### config.mk
export PLATFORM = sky130hd
export DESIGN_NAME = gba_line_streamer
export DESIGN_NICKNAME = d
export VERILOG_FILES = /design/src/rtl/gba_video_pkg.sv /design/src/rtl/gba_line_streamer.sv
export SDC_FILE = /design/constraint.sdc
export NUM_CORES = 1
export LEC_CHECK = 0
export CAP_MARGIN = 10
export CORE_AREA = 2 2 84 86
export CTS_CLUSTER_DIAMETER = 80
export DETAILED_ROUTE_END_ITERATION = 6
export DIE_AREA = 0 0 86 88
export PLACE_DENSITY = 0.68
export SLEW_MARGIN = 20
export SYNTH_ARGS = -nofsm -noshare
export SYNTH_HDL_FRONTEND = slang
export SYNTH_SLANG_ARGS = --single-unit
### constraint.sdc
create_clock -name clk -period 2 [get_ports clk]
set_input_delay 0.2 -clock clk [delete_from_list [all_inputs] [get_ports clk]]
set_output_delay 0.2 -clock clk [all_outputs]
set_load 0.02 [all_outputs]
### src/rtl/gba_video_pkg.sv
// gba_video_pkg: shared GBA video constants, pixel types, colour expansion and streamer states
package gba_video_pkg;

    localparam int GBA_W = 240;
    localparam int GBA_H = 160;

    typedef logic [14:0] bgr5_t;
    typedef logic [17:0] rgb6_t;

    typedef enum logic [1:0] {ST_IDLE, ST_READ, ST_WRITE, ST_GAP} streamer_state_t;

    // Replicating each channel's MSB into the new LSB maps 0->0 and 31->63.
    function automatic rgb6_t bgr5_to_rgb6(input bgr5_t p);
        return {p[4:0], p[4], p[9:5], p[9], p[14:10], p[14]};
    endfunction

endpackage

### src/rtl/gba_line_streamer.sv
// gba_line_streamer: replays a finished PPU scanline as throttled RGB6 pixel writes.
// GBA_STREAMER_TESTPAT_EN replaces pixel_data with a coordinate test pattern.
module gba_line_streamer
    import gba_video_pkg::*;
#(
    parameter int PIXEL_GAP = 0
) (
    input  logic        clk,
    input  logic        resetn,
    input  logic        line_valid,
    input  logic [7:0]  line_y,
    output logic        lb_re,
    output logic [7:0]  lb_addr,
    input  logic [14:0] lb_rdata,
    output logic        pixel_we,
    output logic [7:0]  pixel_x,
    output logic [7:0]  pixel_y,
    output logic [17:0] pixel_data,
    output logic        busy,
    output logic        frame_done,
    output logic        overrun
);

    streamer_state_t r_state, w_next;
    logic [7:0] r_x, w_x, r_y, w_y, r_pend_y, w_pend_y, r_px, r_py;
    logic [3:0] r_gap, w_gap;
    logic       r_pend_v, w_pend_v, r_ovf, w_ovf, r_we, r_done;
    logic       w_req, w_final;

    assign lb_re      = (r_state == ST_READ);
    assign lb_addr    = r_x;
    assign busy       = (r_state != ST_IDLE);
    assign pixel_we   = r_we;
    assign pixel_x    = r_px;
    assign pixel_y    = r_py;
    assign frame_done = r_done;
    assign overrun    = r_ovf;

`ifdef GBA_STREAMER_TESTPAT_EN
    assign pixel_data = r_we ? {r_px[5:0], r_py[5:0], r_px[5:0] ^ r_py[5:0]} : '0;
`else
    assign pixel_data = r_we ? bgr5_to_rgb6(lb_rdata) : '0;
`endif

    // Next state: read scheduling, gap counting, line start/chaining and the one-deep request slot
    always_comb begin
        w_next   = r_state;
        w_x      = r_x;
        w_y      = r_y;
        w_gap    = r_gap;
        w_pend_v = r_pend_v;
        w_pend_y = r_pend_y;
        w_ovf    = r_ovf;
        w_req    = line_valid && (line_y < 8'(GBA_H));
        w_final  = (r_state == ST_WRITE) && (r_px == 8'(GBA_W - 1));
        case (r_state)
            ST_IDLE: if (w_req) begin
                w_next = ST_READ;
                w_x    = '0;
                w_y    = line_y;
            end
            ST_READ: if (r_x == 8'(GBA_W - 1)) begin
                w_next = ST_WRITE;
            end else begin
                w_x    = r_x + 8'd1;
                w_next = (PIXEL_GAP == 0) ? ST_READ : ST_WRITE;
            end
            ST_WRITE: if (w_final) begin
                w_x    = '0;
                w_next = (r_pend_v || w_req) ? ST_READ : ST_IDLE;
                w_y    = r_pend_v ? r_pend_y : line_y;
                w_pend_v = 1'b0;
            end else begin
                w_next = (PIXEL_GAP > 1) ? ST_GAP : ST_READ;
                w_gap  = 4'(PIXEL_GAP - 1);
            end
            ST_GAP: begin
                w_gap  = r_gap - 4'd1;
                w_next = (r_gap == 4'd1) ? ST_READ : ST_GAP;
            end
            default: w_next = ST_IDLE;
        endcase
        if (r_state != ST_IDLE && w_req && !(w_final && !r_pend_v)) begin
            if (r_pend_v) begin
                w_ovf = 1'b1;
            end else begin
                w_pend_v = 1'b1;
                w_pend_y = line_y;
            end
        end
    end

    // State, counters and registered write outputs; the write trails its read by one cycle
    always_ff @(posedge clk or negedge resetn) begin
        if (!resetn) begin
            r_state  <= ST_IDLE;
            r_x      <= '0;
            r_y      <= '0;
            r_gap    <= '0;
            r_pend_v <= 1'b0;
            r_pend_y <= '0;
            r_ovf    <= 1'b0;
            r_we     <= 1'b0;
            r_px     <= '0;
            r_py     <= '0;
            r_done   <= 1'b0;
        end else begin
            r_state  <= w_next;
            r_x      <= w_x;
            r_y      <= w_y;
            r_gap    <= w_gap;
            r_pend_v <= w_pend_v;
            r_pend_y <= w_pend_y;
            r_ovf    <= w_ovf;
            r_we     <= (r_state == ST_READ);
            r_px     <= (r_state == ST_READ) ? r_x : r_px;
            r_py     <= (r_state == ST_READ) ? r_y : r_py;
            r_done   <= w_final && (r_py == 8'(GBA_H - 1));
        end
    end

endmodule
==> results.cfg, run 1 <==
[setup_path]
critical-path-max-stage-delay_ns = 0.51
reg2reg_to = r_pend_y[1]$_DFFE_PN0P_
crit_buf_inv = 3
path_delay_family = simple AND/OR/NAND/NOR gates
worst_setup_path_start_kind = register
arrival_ns = 2.09
reg2reg_slack_ns = 0.10
cp-endpoint = r_pend_y[1]$_DFFE_PN0P_
worstPathRequired_ns = 2.20
cpMaxStageDelayCell = or4b_1
critPathKind = reg -> reg
crit_path_end_kind = register
crit_chain = inv_1 -> ha_2 -> buf_4 -> or4b_1 -> buf_6 -> mux2_4
reg2regPathDepth = 6
cp_num_cells = 6
path_max_fanout = 8
critPathLaunch = r_state[1]$_DFFE_PN0P_
worstReg2RegStart = r_state[1]$_DFFE_PN0P_

[global_routing]
grt.total_usage_pct = 16.8
first_global_vias = 2123
grt_pass1_wl_um = 10100
grt_max_degree = 29
antenna_found_initial = 0
grt.overflow.total = 0

[clocking]
cts_buffers = 5
clkTransAtPathRegs_ns = 0.10
htree_num_levels = 2
cts_tree = done
cts_sinks = 50
clock_latency_ns = 0.30
cts_buffer_depth = 2
postCtsSetupRepairBufs = 0
root_buffer = clkbuf_8

[routing]
wl_per_cell_um = 14.8
vias = 2120
drtPass1Iterations = 4
via_per_inst = 5.29
drt-initial-drc-count = 104
wl_um = 5930
drc_errors = 0
detail-route-antenna-nets = 0

[layout]
drive_gt1_share_pct = 25.5
multi_input_area_um2 = 1300
fillers = 556
antenna_cells = 0
postLayoutCellArea_um2 = 3720
regArea_um2 = 1250
nNetsFinal = 354
syn_to_final_growth_pct = 41.0

[placed_design]
io_buffer_count = 72
place_congestion = 0.831
dp_hpwl_um = 4520
dp_worst_setup_slack_ns = -0.0125
placedInstanceArea_um2 = 3590

[floorplan]
start_util_pct = 39.7
ios = 73
die_w_um = 86
fp.dieArea_um2 = 7570
die_h_um = 88
core_um2 = 6640
rows = 30

[timing]
finClkSkew_ns = 0.00798
hold_violations = 0
timing.fmax_mhz = 528
worst_slew_pin_slew_ns = 0.532
rsz0062_at_grt = no
period_needed_ns = 1.90
slew_viol_final = 0
setup_slack_ns = 0.104
slew_headroom_pct = 64.5
post-route-period-util_pct = 94.8
setup_viol = 0

[synth]
synth_ff_type = dfrtp_1
yosysTopAreaCellShare_pct = 47.5
ys_ff_latch = 50
syn_inst = 228
synth.most_common_cell = dfrtp_1
synth_edf_count = 0
syn_avg_cell_area_um2 = 11.6
syn_nets = 262
yosysSeqAreaShare_pct = 47.5
async_flop_share_pct = 100
synth_cell_types = 48
ys_warn_count = 0
synthTopCellsByArea = dfrtp_1, mux2_2, mux2_4
syn-cell-area_um2 = 2640
synth_top_area_cell = dfrtp_1
synthTopCellsByCount = dfrtp_1, mux2_2, and2_1

[power]
power.density_nw_per_um2 = 1230
vdd_drop_max_mv = 0.728
power.total_w = 0.00458
p_leak_nw = 1.57

[job]
maxCapViolCount = 0

[status]
outcome = finished clean

[min_path]
hold_class = in -> async
## cell type report
type / instances / share of cell area, %
multi-input cells: 157 / 34.9
flip-flops and latches: 50 / 33.7
repair buffers: 97 / 25.1
well taps: 80 / 2.69
clock buffers: 6 / 2.22
inverters: 9 / 0.909
clock inverters: 2 / 0.438
## metal layers
metal	global-route usage [%]	wire length [um]	vias to the layer above
li1	-	-	1011
met1	21.1	2640	1027
met2	28.5	2810	72
met3	4.81	412	10
met4	4.62	71	0
met5	0	0	-
## layout by cell type (no fill, tap or decap), types with 5 or more instances in the layout
cell type and instances:
clkdlybuf4s50_1 69, nand3_1 7, inv_1 9, buf_4 21
mux2_4 8, and2_1 17, dfrtp_1 49, mux2_2 31
o21ai_0 10, nor2_1 8, ha_1 7, clkbuf_8 6
nand4b_1 5, nand2_1 11
## power by group
part           total [W]  internal, W  switching [W]  leakage [nW]
Clock           0.000632     0.000285       0.000347        0.0478
Combinational    0.00214      0.00118       0.000966         0.922
Sequential       0.00181      0.00143       0.000376         0.602
## worst reg2reg max path: cells and delay by family (launching register included)
family	cells	cell delay (ns)
adder cells (fa/ha/maj)	1	0.19
multiplexers	1	0.29
buffers and inverters	3	0.39
AND/OR/NAND/NOR	1	0.51
flip-flops	1	0.40
## how the worst min path moves through the flow
stage | startpoint | depth (start not counted) | endpoint
3_5_place_dp | resetn | 1 | pixel_y[4]$_DFFE_PN0P_
3_3_place_gp | resetn | 1 | pixel_y[4]$_DFFE_PN0P_
6_report | resetn | 2 | pixel_y[4]$_DFFE_PN0P_
4_1_cts | resetn | 2 | pixel_y[4]$_DFFE_PN0P_
2_1_floorplan | resetn | 0 | frame_done$_DFF_PN0_
5_1_grt | resetn | 2 | pixel_y[4]$_DFFE_PN0P_
## cell families (layout without fill, tap and decap cells)
kind of cell | Yosys count | count (layout) | share of synthesized area (%)
muxes | 40 | 40 | 18.2
adders and majority gates | 8 | 8 | 3.80
DFF | 50 | 50 | 47.5
and+or+nand+nor | 66 | 66 | 15.0
buffers and inverters | 21 | 114 | 3.75
xor gates and xnor gates | 1 | 1 | 0.332
AOI/OAI and AO/OA | 42 | 42 | 11.5
## stage by stage
| step | hold WS, ns | utilization, % | std cells | TNS (ns) |
|---|---|---|---|---|
| 5_1_grt | 0.442 | 55.9 | 401 | 0 |
| 3_3_place_gp | 0.204 | 54.1 | 392 | 0 |
| 3_5_place_dp | 0.210 | 54.1 | 392 | -0.0845 |
| 6_report | 0.398 | 55.9 | 401 | 0 |
| 4_1_cts | 0.411 | 55.7 | 401 | 0 |
| 2_1_floorplan | -0.0956 | - | 228 | 0 |
## registers in the layout (all words and copies together), names as in the netlist, 2 cells and up
signal    cells
r_gap         4
r_pend_y      8
pixel_x       8
pixel_y       8
lb_addr       8
r_y           8
r_state       2
## what timing repair did
item,in CTS,in global routing
endpoints found under the hold margin,22,0
hold buffers,1,0
gates resized for setup,2,6
endpoints found under the setup margin,2,12
(Power assumes the default switching activity.)
==> run 2: changes to the inputs <==
--- a/config.mk
+++ b/config.mk
@@ -6,11 +6,12 @@
 export NUM_CORES = 1
 export LEC_CHECK = 0
 export CAP_MARGIN = 10
-export CORE_AREA = 2 2 84 86
+export CORE_AREA = 2 2 117 62
 export CTS_CLUSTER_DIAMETER = 80
 export DETAILED_ROUTE_END_ITERATION = 6
-export DIE_AREA = 0 0 86 88
-export PLACE_DENSITY = 0.68
+export DIE_AREA = 0 0 119 64
+export PLACE_DENSITY = 0.69
+export REMOVE_ABC_BUFFERS = 1
 export SLEW_MARGIN = 20
 export SYNTH_ARGS = -nofsm -noshare
 export SYNTH_HDL_FRONTEND = slang
==> run 2 against run 1 <==
Effect of this change: critical path depth did not move; sequential cell count did not move; worst setup slack improved by 0.019 ns; first-iteration DRC count fell by 36%; sequential share of layout area decreased by 0.55 points; register-to-register slack improved by 0.02 ns; largest power group unchanged; highest routed layer unchanged.
==> results.cfg, run 2 (same netlist as run 1, synthesis figures left out) <==
[status]
outcome = finished clean

[setup_path]
worst_setup_path_start_kind = register
critPathKind = reg -> reg
reg2regPathDepth = 6
arrival_ns = 2.05
worstPathRequired_ns = 2.17
crit_path_end_kind = register
worstReg2RegStart = r_state[0]$_DFFE_PN0P_
reg2reg_slack_ns = 0.12
reg2reg_to = r_pend_y[7]$_DFFE_PN0P_
path_max_fanout = 8
critPathLaunch = r_state[0]$_DFFE_PN0P_

[power]
vdd_drop_max_mv = 0.515
power_switching_w = 0.00172
seq_power_share_pct = 37.0
power.density_nw_per_um2 = 1280
combPwrFrac_pct = 44.9
intPower_w = 0.00312
p_leak_nw = 1.59
power_switching_share_pct = 35.6
p_clk_share_pct = 18.1

[routing]
drc_errors = 0
drt-initial-drc-count = 67
via_per_inst = 5.15
wl_per_cell_um = 15.3
vias = 2126
detail-route-antenna-nets = 0
wl_um = 6310
drtPass1Iterations = 4

[layout]
antenna_cells = 0
final_cell_mix = clkdlybuf4s50_1, dfrtp_1, mux2_2
nNetsFinal = 354
drive_gt1_share_pct = 25.5
layout_commonest_cell = clkdlybuf4s50_1
fillers = 534
postLayoutCellArea_um2 = 3770
syn_to_final_growth_pct = 43.1
finish.cell_count_without_fillers = 413

[clocking]
htree_num_levels = 2
root_buffer = clkbuf_16
cts_sinks = 50
cts_buffer_depth = 2
cts_buffers = 5
cts_tree = done
clock_latency_ns = 0.29
clkTransAtPathRegs_ns = 0.07

[global_routing]
grt.overflow.total = 0
grt_max_degree = 21
first_global_vias = 2182
grt.total_usage_pct = 17.5
grt_pass1_wl_um = 10600
antenna_found_initial = 0

[placed_design]
io_buffer_count = 72
placed_cells = 403
dp_hpwl_um = 4870
placedInstanceArea_um2 = 3570
place_congestion = 0.869

[floorplan]
die_w_um = 119
rows = 21
fp.dieArea_um2 = 7620
start_util_pct = 40.3
ios = 73
die_h_um = 64
core_um2 = 6540

[timing]
period_needed_ns = 1.88
slew_headroom_pct = 68.4
slew_viol_final = 0
finClkSkew_ns = 0.00461
rsz0062_at_grt = no
worst_slew_pin_slew_ns = 0.474
setup_viol = 0
hold_violations = 0
post-route-period-util_pct = 93.8
timing.fmax_mhz = 533

[min_path]
hold_class = in -> async

[job]
maxCapViolCount = 0
[run 2: cell count changes in the layout (fill, tap and decap cells not counted), moves of 2 or more]
cell / previous run / this run
ha_1: 7 / 5
buf_4: 21 / 23
ha_2: 1 / 3
clkbuf_16: 0 / 5
clkbuf_8: 6 / 1
[run 2: power groups by stage]
stage / clock [W] / combinational (W) / sequential, W
3_3_place_gp: 0 / 0.00211 / 0.00178
6_report: 0.000877 / 0.00218 / 0.00179
2_1_floorplan: 0 / 0.000953 / 0.00202
4_1_cts: 0.000895 / 0.00219 / 0.00179
3_5_place_dp: 0 / 0.00217 / 0.00180
5_1_grt: 0.000936 / 0.00235 / 0.00186
[run 2: how the worst max path moves through the flow]
| stage | endpoint | cells past startpoint |
|---|---|---|
| 2_1_floorplan | lb_addr[5]$_DFFE_PN0P_ | 5 |
| 3_3_place_gp | r_y[0]$_DFFE_PN0P_ | 6 |
| 5_1_grt | r_state[0]$_DFFE_PN0P_ | 5 |
| 6_report | r_pend_y[7]$_DFFE_PN0P_ | 6 |
| 3_5_place_dp | r_y[4]$_DFFE_PN0P_ | 6 |
| 4_1_cts | lb_re | 3 |
[run 2: critical path, cell delays in order, from the launching register on]
cell     delay, ns
dfrtp_1       0.38
inv_1         0.11
ha_2          0.25
nand3_4       0.07
or4b_1        0.44
buf_4         0.21
mux2_4        0.31
[run 2: cell type report]
| class | count | area (um2) | share of cell area [%] |
|---|---|---|---|
| inverters | 9 | 33.8 | 0.895 |
| multi-input cells | 157 | 1300 | 34.4 |
| flip-flops and latches | 50 | 1250 | 33.2 |
| well taps | 92 | 115 | 3.05 |
| repair buffers | 97 | 920 | 24.4 |
| clock buffers | 6 | 139 | 3.68 |
| clock inverters | 2 | 16.3 | 0.431 |
[run 2: what timing repair did]
| item | 4_1_cts | 5_1_grt |
|---|---|---|
| gates resized for setup | 2 | 6 |
| pin swaps | 1 | 0 |
| endpoints found under the hold margin | 18 | 0 |
| setup buffers | 1 | 0 |
| setup endpoints to repair | 7 | 19 |
| hold buffers | 1 | 0 |
[run 2: per-stage QoR]
step	total power, W	hold slack [ns]	worst slack (ns)	util (%)	TNS [ns]
after floorplan	0.00297	-0.0956	-0.0791	-	-0.121
after global placement	0.00390	0.173	0.0112	54.6	0
after detailed placement	0.00397	0.184	-0.0390	54.6	-0.247
after CTS	0.00488	0.405	0.0313	57.5	0
after global routing	0.00514	0.458	0.0252	57.7	0
final	0.00484	0.398	0.124	57.7	0
[run 2: routing by layer]
| metal | GRT usage [%] | wire length, um | vias up | share of wire (%) |
|---|---|---|---|---|
| met5 | 0 | 0 | - | 0 |
| li1 | - | - | 1011 | - |
| met1 | 21.0 | 2720 | 1047 | 43 |
| met3 | 4.02 | 315 | 5 | 5.0 |
| met2 | 31.8 | 3230 | 63 | 51 |
| met4 | 4.46 | 38 | 0 | 0.60 |
